[src/rtl/ps2_pkg.sv]
// rtl/ps2_pkg.sv - shared types and constants for the PS/2 keyboard receiver
package ps2_pkg;

  typedef enum logic [1:0] {
    ST_IDLE,
    ST_DATA,
    ST_PARITY,
    ST_STOP
  } ps2_state_t;

  localparam logic [7:0] PS2_PREFIX_EXT = 8'hE0;
  localparam logic [7:0] PS2_PREFIX_BRK = 8'hF0;

  typedef struct packed {
    logic       ext;
    logic       brk;
    logic [7:0] scan;
  } key_entry_t;

endpackage

[src/rtl/ps2_key_fifo.sv]
// rtl/ps2_key_fifo.sv - key event FIFO with registered head, ready and sticky overflow
module ps2_key_fifo
  import ps2_pkg::*;
#(
  parameter int AW = 3
) (
  input  logic       clk,
  input  logic       rst,
  input  logic       push,
  input  key_entry_t push_data,
  input  logic       pop,
  output key_entry_t head,
  output logic       ready,
  output logic       overflow
);

  localparam int DEPTH = 1 << AW;

  key_entry_t    mem [DEPTH];
  logic [AW-1:0] wptr, rptr, rptr_nxt;
  logic [AW:0]   count, count_nxt;
  logic          empty, full, do_pop, do_push;

  assign empty    = (count == '0);
  assign full     = (count == (AW+1)'(DEPTH));
  assign do_pop   = pop && !empty;
  // a simultaneous pop frees the slot, so a push into a full FIFO still lands
  assign do_push  = push && (!full || do_pop);
  assign rptr_nxt = do_pop ? rptr + 1'b1 : rptr;

  always_comb begin
    count_nxt = count;
    if (do_push && !do_pop)
      count_nxt = count + 1'b1;
    else if (do_pop && !do_push)
      count_nxt = count - 1'b1;
  end

  always_ff @(posedge clk) begin
    if (do_push)
      mem[wptr] <= push_data;
  end

  always_ff @(posedge clk or negedge rst) begin
    if (!rst) begin
      wptr     <= '0;
      rptr     <= '0;
      count    <= '0;
      head     <= '0;
      ready    <= 1'b0;
      overflow <= 1'b0;
    end else begin
      if (do_push)
        wptr <= wptr + 1'b1;
      rptr  <= rptr_nxt;
      count <= count_nxt;
      ready <= (count_nxt != '0);
      // head keeps its last value when the FIFO drains; only ready drops
      if (count_nxt != '0 && (empty || do_pop))
        head <= (do_push && rptr_nxt == wptr) ? push_data : mem[rptr_nxt];
      if (do_pop)
        overflow <= 1'b0;
      else if (push && full)
        overflow <= 1'b1;
    end
  end

endmodule

[src/rtl/ps2_keyboard.sv]
// rtl/ps2_keyboard.sv - PS/2 keyboard receiver: conditioning, frame FSM, prefix decoder
// PS2_BREAK_FILTER_EN: when defined, break events are decoded but never queued.
module ps2_keyboard
  import ps2_pkg::*;
#(
  parameter int FIFO_AW    = 3,
  parameter int FILTER_LEN = 8,
  parameter int TIMEOUT    = 100000
) (
  input  logic       clk,
  input  logic       rst,
  input  logic       ps2_clk,
  input  logic       ps2_data,
  input  logic       rd,
  output logic [9:0] ps2kb_key,
  output logic       key_ext,
  output logic       overflow,
  output logic       frame_err
);

  localparam int FW = $clog2(FILTER_LEN + 1);
  localparam int TW = $clog2(TIMEOUT + 1);

  logic [1:0]    clk_sync, dat_sync;
  logic          clk_filt, dat_filt, sample;
  logic [FW-1:0] clk_cnt, dat_cnt;
  ps2_state_t    state, state_nxt;
  logic [2:0]    bit_cnt;
  logic [7:0]    shreg;
  logic          par_ok, ext_f, brk_f;
  logic [TW-1:0] timer;
  logic          shift_en, par_en, byte_valid, err, timed_out, is_prefix, push;
  key_entry_t    head;
  logic          ready;

  // both lines use the same filter so data stays aligned with the clock
  always_ff @(posedge clk or negedge rst) begin
    if (!rst) begin
      clk_sync <= 2'b11;
      dat_sync <= 2'b11;
      clk_filt <= 1'b1;
      dat_filt <= 1'b1;
      clk_cnt  <= '0;
      dat_cnt  <= '0;
      sample   <= 1'b0;
    end else begin
      clk_sync <= {clk_sync[0], ps2_clk};
      dat_sync <= {dat_sync[0], ps2_data};
      sample   <= clk_filt && !clk_sync[1] && (clk_cnt == FW'(FILTER_LEN - 1));
      if (clk_sync[1] == clk_filt)
        clk_cnt <= '0;
      else if (clk_cnt == FW'(FILTER_LEN - 1)) begin
        clk_filt <= clk_sync[1];
        clk_cnt  <= '0;
      end else
        clk_cnt <= clk_cnt + 1'b1;
      if (dat_sync[1] == dat_filt)
        dat_cnt <= '0;
      else if (dat_cnt == FW'(FILTER_LEN - 1)) begin
        dat_filt <= dat_sync[1];
        dat_cnt  <= '0;
      end else
        dat_cnt <= dat_cnt + 1'b1;
    end
  end

  assign timed_out = !sample && (timer == TW'(TIMEOUT - 1));

  always_comb begin
    state_nxt  = state;
    shift_en   = 1'b0;
    par_en     = 1'b0;
    byte_valid = 1'b0;
    err        = 1'b0;
    case (state)
      ST_IDLE:   if (sample && !dat_filt) state_nxt = ST_DATA;
      ST_DATA:   if (sample) begin
                   shift_en = 1'b1;
                   if (bit_cnt == 3'd7) state_nxt = ST_PARITY;
                 end
      ST_PARITY: if (sample) begin
                   par_en    = 1'b1;
                   state_nxt = ST_STOP;
                 end
      ST_STOP:   if (sample) begin
                   if (dat_filt && par_ok) byte_valid = 1'b1;
                   else                    err = 1'b1;
                   state_nxt = ST_IDLE;
                 end
      default:   state_nxt = ST_IDLE;
    endcase
    if (state != ST_IDLE && timed_out) begin
      state_nxt = ST_IDLE;
      err       = 1'b1;
    end
  end

  assign is_prefix = (shreg == PS2_PREFIX_EXT) || (shreg == PS2_PREFIX_BRK);
`ifdef PS2_BREAK_FILTER_EN
  assign push = byte_valid && !is_prefix && !brk_f;
`else
  assign push = byte_valid && !is_prefix;
`endif

  always_ff @(posedge clk or negedge rst) begin
    if (!rst) begin
      state     <= ST_IDLE;
      bit_cnt   <= '0;
      shreg     <= '0;
      par_ok    <= 1'b0;
      timer     <= '0;
      frame_err <= 1'b0;
      ext_f     <= 1'b0;
      brk_f     <= 1'b0;
    end else begin
      state     <= state_nxt;
      frame_err <= err;
      timer     <= (state == ST_IDLE || sample) ? '0 : timer + 1'b1;
      if (state == ST_IDLE)
        bit_cnt <= '0;
      else if (shift_en)
        bit_cnt <= bit_cnt + 1'b1;
      if (shift_en)
        shreg <= {dat_filt, shreg[7:1]};
      if (par_en)
        par_ok <= ^{shreg, dat_filt};
      // prefix flags survive frame errors and only clear when an event is decoded
      if (byte_valid) begin
        if (shreg == PS2_PREFIX_EXT)
          ext_f <= 1'b1;
        else if (shreg == PS2_PREFIX_BRK)
          brk_f <= 1'b1;
        else begin
          ext_f <= 1'b0;
          brk_f <= 1'b0;
        end
      end
    end
  end

  ps2_key_fifo #(.AW(FIFO_AW)) u_fifo (
    .clk       (clk),
    .rst       (rst),
    .push      (push),
    .push_data ({ext_f, brk_f, shreg}),
    .pop       (rd),
    .head      (head),
    .ready     (ready),
    .overflow  (overflow)
  );

  assign ps2kb_key = {ready, head.brk, head.scan};
  assign key_ext   = head.ext;

endmodule

[config.mk]
export PLATFORM = sky130hd
export DESIGN_NAME = ps2_keyboard
export DESIGN_NICKNAME = d
export VERILOG_FILES = /design/src/rtl/ps2_pkg.sv /design/src/rtl/ps2_key_fifo.sv /design/src/rtl/ps2_keyboard.sv
export SDC_FILE = /design/constraint.sdc
export NUM_CORES = 1
export LEC_CHECK = 0
export ABC_AREA = 1
export CELL_PAD_IN_SITES_DETAIL_PLACEMENT = 1
export CELL_PAD_IN_SITES_GLOBAL_PLACEMENT = 1
export CORE_MARGIN = 4
export CORE_UTILIZATION = 40
export DETAILED_ROUTE_END_ITERATION = 16
export MAX_ROUTING_LAYER = met4
export PLACE_DENSITY = 0.7
export SYNTH_ARGS = -nofsm -noshare
export SYNTH_HDL_FRONTEND = slang
export SYNTH_HIERARCHICAL = 1
export SYNTH_SLANG_ARGS = --single-unit
[constraint.sdc]
create_clock -name clk -period 7.6 [get_ports clk]
set_input_delay 2.28 -clock clk [delete_from_list [all_inputs] [get_ports clk]]
set_output_delay 2.28 -clock clk [all_outputs]
set_load 0.05 [all_outputs]
Word level (Yosys, flattened, before mapping). Memories as Yosys holds them, arrays and structs flattened. A register that Yosys moved wholly into a read port is not among the register bits. Cells that the tools add are included.

Add/sub/neg operators: 8. $mul: 0. Divide/modulo/power cells: 0. $lt $le $gt $ge: 0. Equality and inequality tests: 18. Shifts and indexed selects: 0. Muxes and demuxes: 34. Bitwise gates (word level): 3. Reductions and logical operators: 38.

Operators with widths (number): 4-bit 2-to-1 mux (6); 17-bit by 1-bit adder with 17-bit output (second input constant) (1); 17-bit == test (second input constant) (1); 1-bit 2-to-1 mux (17); 17-bit 2-to-1 mux (1); 8-bit == test (second input constant) (2); 3-bit != test (second input constant) (5); 1-bit logical AND (13); 4-bit by 1-bit adder with 4-bit output (second input constant) (3); 2-bit 2-to-1 mux (6); 3-bit by 1-bit adder with 3-bit output (second input constant) (3); 1-bit logical NOT (9); 3-bit 2-to-1 mux (3); 9-bit parity (1); 4-bit by 3-bit == test with 1-bit output (second input constant) (2); 2-bit case mux with 4 select lines (1); 2-bit AND reduction (4); 2-bit nonzero test (3); 5-bit AND reduction (1); 2-bit == test (second input constant) (2); 4-bit == test (second input constant) (1); 4-bit logical NOT (1); 1-bit logical OR (4); 4-bit nonzero test (1); other kinds (7) (10).

Bits in registers: 61. Bits in latches: 0. Memory bits (writable): 80. Memory bits (read-only): 0. Input port bits: 5. Output and inout port bits: 13. Memories: 1.

Memories: u_fifo.mem (depth 8, bits a word 10, read ports 1, clocked after Yosys merged registers in 1, write ports 1, line ps2_key_fifo.sv:19) `key_entry_t mem [DEPTH];`.

Depth between registers and ports, before layout.
Depth after elaboration: 12. Mapped depth: 15. Depth with buffers taken out: 15.

Cells and area by module. The synthesis kept the hierarchy.

Modules (own cells, without submodules): ps2_key_fifo (instances 1, cells each 511, area each 4941.0 um2, seq. area each 2952.8 um2); ps2_keyboard (instances 1, cells each 298, area each 2472.4 um2, seq. area each 1233.7 um2).

Least setup slack after synthesis. No wires, ideal clock.

Path type: input -> register. From: input rd. To: memory u_fifo/mem[0][0] (netlist bit), enable pin. Setup time: 376 ps. Arrival: 3579 ps. Data required time: 7224 ps. Setup slack: 3644 ps. Stages on the path: 6. Path buffers: 1. Path through: buf_2 nor2_1 nor2_2 inv_1 or2_2 nor2_1.

Cells in the longest elaborated chain, start to end: 5.

Ends and longest elaborated chain: start: declaration (line ps2_keyboard.sv:14) `input logic rd,`; 1-bit logical AND (line ps2_key_fifo.sv:26) `assign do_pop = pop && !empty;`; 1-bit logical OR (line ps2_key_fifo.sv:28) `assign do_push = push && (!full || do_pop);`; 1-bit logical AND (line ps2_key_fifo.sv:28); 1-bit 2-to-1 mux (line ps2_key_fifo.sv:40) `if (do_push)`; 1-bit 2-to-1 mux (not written as such) (line ps2_key_fifo.sv:41) `mem[wptr] <= push_data;`; end: declaration (line ps2_key_fifo.sv:19).

No other way between the ends.

Final worst setup path.
From: input rd. To: register, netlist name u_fifo/head[7].

Cells in the longest elaborated chain, start to end: 9.

Ends and longest elaborated chain: 1-bit logical AND (*) (line ps2_key_fifo.sv:26); 1-bit logical OR (line ps2_key_fifo.sv:28); 1-bit logical AND (line ps2_key_fifo.sv:28); 1-bit logical NOT (line ps2_key_fifo.sv:35) `else if (do_pop && !do_push)`; 1-bit logical AND (line ps2_key_fifo.sv:35); 4-bit 2-to-1 mux (line ps2_key_fifo.sv:35); 4-bit 2-to-1 mux (line ps2_key_fifo.sv:33) `if (do_push && !do_pop)`; 4-bit nonzero test (line ps2_key_fifo.sv:59) `if (count_nxt != '0 && (empty || do_pop))`; 1-bit logical AND (line ps2_key_fifo.sv:59).

Mark *: on every way between the ends. The rest lies on a longest branch, timed or not. A chain may end at the register's enable or synchronous reset.

==> results summary <==
The cts-stage hold buffer count is 0. The per-cell routed wire length came out at 18.0 um. Across every metal layer, demand over resource in global routing totals 0.201.

The endpoint identified for the worst register-to-register timing path is u_fifo/mem[6][9]. Setup repair after global routing left no endpoint under its margin. For the worst flop-to-flop path, the logic depth is 7. The net count of the mapped netlist is 828. The number of pins with negative max-slew slack in the final report was 0. The number of antenna violations at the first check in global routing is 0.

After layout, the design draws a total of 2.98 mW. The count of synthesis-stage warnings from yosys is 6. Summed over all layers, the global routing overflow is 0. The final-report setup violation count is 0.

The number of global-route vias before repair came to 5893. After synthesis, the mean cell area works out to 9.16 um^2. CTS placed an instance of sky130_fd_sc_hd__clkbuf_16 at the clock tree root. The area share of the largest cell type after synthesis came out at 0.324. The run finished with clean final reports. The routed design has 19000 um of wire. Routability-driven placement finished with a final weighted congestion of 0.912. The largest family of logic cells by synthesized area is simple AND/OR/NAND/NOR gates. The fraction of layout cells with a size suffix above 1 is 0.0976. The area share of fa/ha/maj cells after synthesis is 0.0236.

The critical path data arrival time came out at 5.63 ns. The register area is 0.00419 mm^2. In the routed design, unresolved DRC markers number 0. The combined area of all synthesized cells is 0.00741 mm^2. The register clock-pin slew on the reported worst setup and hold paths is 0.07 ns.

The tool flagged a number of max-cap violations equal to 0. The number of different library cells used by synthesis comes to 38. The simple logic cell fraction of the synthesized area came out at 0.279. CTS saw 151 sinks. The peak supply drop came out at 175 uV. The post-synthesis async set-or-reset flop share is 0.470. The row count is 49.

18 I/O pins were placed. The repair_antennas step left the layout with diodes totalling 0. The destination of the critical timing path is u_fifo/head[7].

After synthesis, the share of cell area in mux cells is 0. The core region is 0.0181 mm^2. The required arrival time at the worst endpoint is 7.91 ns. The via count of the routed design came out at 5561. After the first detailed-routing iteration, the DRC count stood at 393. The final sum of negative setup slack came out at 0 ns.

The die outline height is 144 um. The clock latency on the worst-skew pair is 0.43 ns. In the routed layout, each cell is associated on average with a via count of 5.25.

The post-cts sizing count is 0. The maximum count of clock buffers along a single path is 2. The global-route wire length before repair came out at 31100 um. The final net count came out at 836. The iteration count of the initial detailed-routing pass came out at 5. The hold slack is 0.361 ns.

Of the available clock period, the critical path in the final layout requires 0.700. Sorting the synthesized cells by how often they occur yields 159 x sky130_fd_sc_hd__nand2_1, 151 x sky130_fd_sc_hd__nand3_1, 131 x sky130_fd_sc_hd__inv_1. The minimum period implied by the final worst setup slack came out at 5.32 ns.

The post-synthesis instance total came out at 809. The filler cell count came out at 2065. The half-perimeter wire length after placement came out at 12900 um. The headroom to the max-slew limit is 0.213. The final hold violation count came out at 0.

The number of levels in the clock H-tree came out at 4. Of the synthesized area, sequential elements account for 0.565. The starting density of the core is 0.410. Ranked by total cell area, the synthesized netlist is headed by sky130_fd_sc_hd__edfxtp_1 32%, sky130_fd_sc_hd__dfrtp_1 22%, sky130_fd_sc_hd__nand3_1 10%. The horizontal extent of the die is 144 um.

The power density relative to cell area is 357 mW/mm^2. The worst setup path is captured at a register. The count of antenna-violating nets left after detailed routing is 0.

The setup path with the least slack is of type in2reg. The area growth from synthesis to final layout is 12.5%. Along the worst path, the maximum fanout reaches 41.

The area enclosed by the die boundary came out at 0.0208 mm^2. The register bit count reported by yosys is 151. The combined area of the multi-input logic cells came out at 0.00254 mm^2.

The beginning of the critical path is rd. The number of synthesized flops with an enable pin is 80. STA classifies the critical path startpoint as a primary input.

sky130_fd_sc_hd__nand2_1 is the most common cell in the netlist. TritonCTS built the clock tree. The register-to-register setup slack is 3.85 ns.

The tightest min-delay check is of the reg2reg type. At the pin with the least slew margin, the transition time is 1.18 ns. During placement, the flow inserted port buffers numbering 17. The maximum operating frequency came out at 188 MHz. The total setup buffers inserted after CTS came out at 0. The setup skew after layout is 0.0128 ns. The leakage dissipation is 3.80 nW.

The startpoint identified for the worst register-to-register timing path is shreg[2]. The CTS buffer count came out at 17. Measured on the finished design, the core utilization comes to 0.461.

The biggest area contributor in the post-synthesis netlist is sky130_fd_sc_hd__edfxtp_1. For this run, the leading register cell type out of synthesis is sky130_fd_sc_hd__edfxtp_1. The xor and xnor fraction of the mapped netlist area came out at 0.0118.

The largest net degree at the start of global routing came out at 72. The synthesized-area fraction occupied by ao, oa, aoi and oai cells came out at 0.0285.
==> area by class of cell <==
type                            instances  area share
Sequential cell                       151       0.502
Multi-Input combinational cell        491       0.305
Inverter                              137      0.0616
Tap cell                              229      0.0343
Clock inverter                         15      0.0241
Clock buffer                           17      0.0510
Timing Repair Buffer                   19      0.0219
==> metrics by stage <==
stage                     worst slack, ns  instances  instance area [um^2]
after floorplan                      3.64        809                  7410
after global placement               2.11       1027                  7710
after detailed placement             1.89       1027                  7710
after CTS                            2.33       1059                  8340
after global routing                 1.96       1059                  8340
final                                2.28       1059                  8340
==> placed cells by master, fill, tap and decap left out, types with 2 or more instances in the layout <==
cell,n
sky130_fd_sc_hd__edfxtp_1,80
sky130_fd_sc_hd__or2_1,2
sky130_fd_sc_hd__inv_6,6
sky130_fd_sc_hd__buf_4,3
sky130_fd_sc_hd__nor2_4,5
sky130_fd_sc_hd__clkdlybuf4s50_1,16
sky130_fd_sc_hd__nor3_1,5
sky130_fd_sc_hd__nand4_1,15
sky130_fd_sc_hd__nand3b_1,13
sky130_fd_sc_hd__nand3_2,4
sky130_fd_sc_hd__nor2_1,44
sky130_fd_sc_hd__nand3_1,151
sky130_fd_sc_hd__a211oi_1,2
sky130_fd_sc_hd__nand2_4,2
sky130_fd_sc_hd__nand2_1,159
sky130_fd_sc_hd__o21ai_0,18
sky130_fd_sc_hd__a31oi_1,3
sky130_fd_sc_hd__a21oi_1,12
sky130_fd_sc_hd__ha_1,14
sky130_fd_sc_hd__nand2_2,11
sky130_fd_sc_hd__inv_2,5
sky130_fd_sc_hd__or2_2,2
sky130_fd_sc_hd__xnor2_1,5
sky130_fd_sc_hd__bufinv_16,2
sky130_fd_sc_hd__clkinv_8,2
sky130_fd_sc_hd__clkbuf_16,17
sky130_fd_sc_hd__o21ai_1,4
sky130_fd_sc_hd__nor2_2,8
sky130_fd_sc_hd__dfrtp_1,65
sky130_fd_sc_hd__dfstp_2,6
sky130_fd_sc_hd__inv_1,131
sky130_fd_sc_hd__inv_8,5
sky130_fd_sc_hd__xor2_1,5
==> sequential cells by signal, summed over array words and instances (netlist names) <==
register and count:
timer 17, bit_cnt 3, u_fifo/wptr 3, u_fifo/count 4, clk_cnt 4, u_fifo/ready 1, shreg 8, u_fifo/head 10
u_fifo/rptr 3, ext_f 1, par_ok 1, u_fifo/mem 80, clk_sync 2, dat_filt 1, dat_sync 2, brk_f 1
clk_filt 1, dat_cnt 4, state 2, u_fifo/overflow 1, sample 1, frame_err 1
==> layer usage <==
metal	global-route usage	vias to the layer above	wire [um]
met3	0.0337	18	621
li1	-	2652	-
met1	0.244	2782	8410
met4	0.0594	0	304
met2	0.345	109	9710
met5	-	-	0
==> worst max-delay path, stage by stage <==
cell                              delay, ns
sky130_fd_sc_hd__clkdlybuf4s50_1       0.63
sky130_fd_sc_hd__nand2_8               0.21
sky130_fd_sc_hd__nand2_2               0.48
sky130_fd_sc_hd__nand2_1               0.82
sky130_fd_sc_hd__nor2_1                0.13
sky130_fd_sc_hd__nor2_2                0.41
sky130_fd_sc_hd__nand3_2               0.31
sky130_fd_sc_hd__nand3_1               0.16
sky130_fd_sc_hd__nand2_1               0.07
sky130_fd_sc_hd__nand2_1               0.06
sky130_fd_sc_hd__nand2_1               0.06
==> worst min-delay path by stage <==
stage	cells after the start	slack [ns]	endpoint	startpoint
final	0	0.36	dat_sync[1]	dat_sync[0]
after global routing	0	0.37	clk_sync[1]	clk_sync[0]
after CTS	0	0.36	clk_sync[1]	clk_sync[0]
after detailed placement	0	0.35	clk_sync[1]	clk_sync[0]
after global placement	0	0.35	clk_sync[1]	clk_sync[0]
after floorplan	0	0.35	clk_sync[1]	clk_sync[0]
==> cells by family after synthesis <==
| logic type | count (synthesis) |
|---|---|
| buffers and inverters | 167 |
| AND/OR/NAND/NOR | 427 |
| AO/OA/AOI/OAI | 40 |
| flip-flops | 151 |
| adder cells (fa/ha/maj) | 14 |
| XOR/XNOR | 10 |
==> power by group <==
group	internal, mW	switching [mW]	total (mW)	leakage (nW)
Clock	0.507	0.389	0.895	0.309
Sequential	0.938	0.0690	1.01	1.62
Combinational	0.324	0.749	1.07	1.88
(Power assumes the default switching activity.)
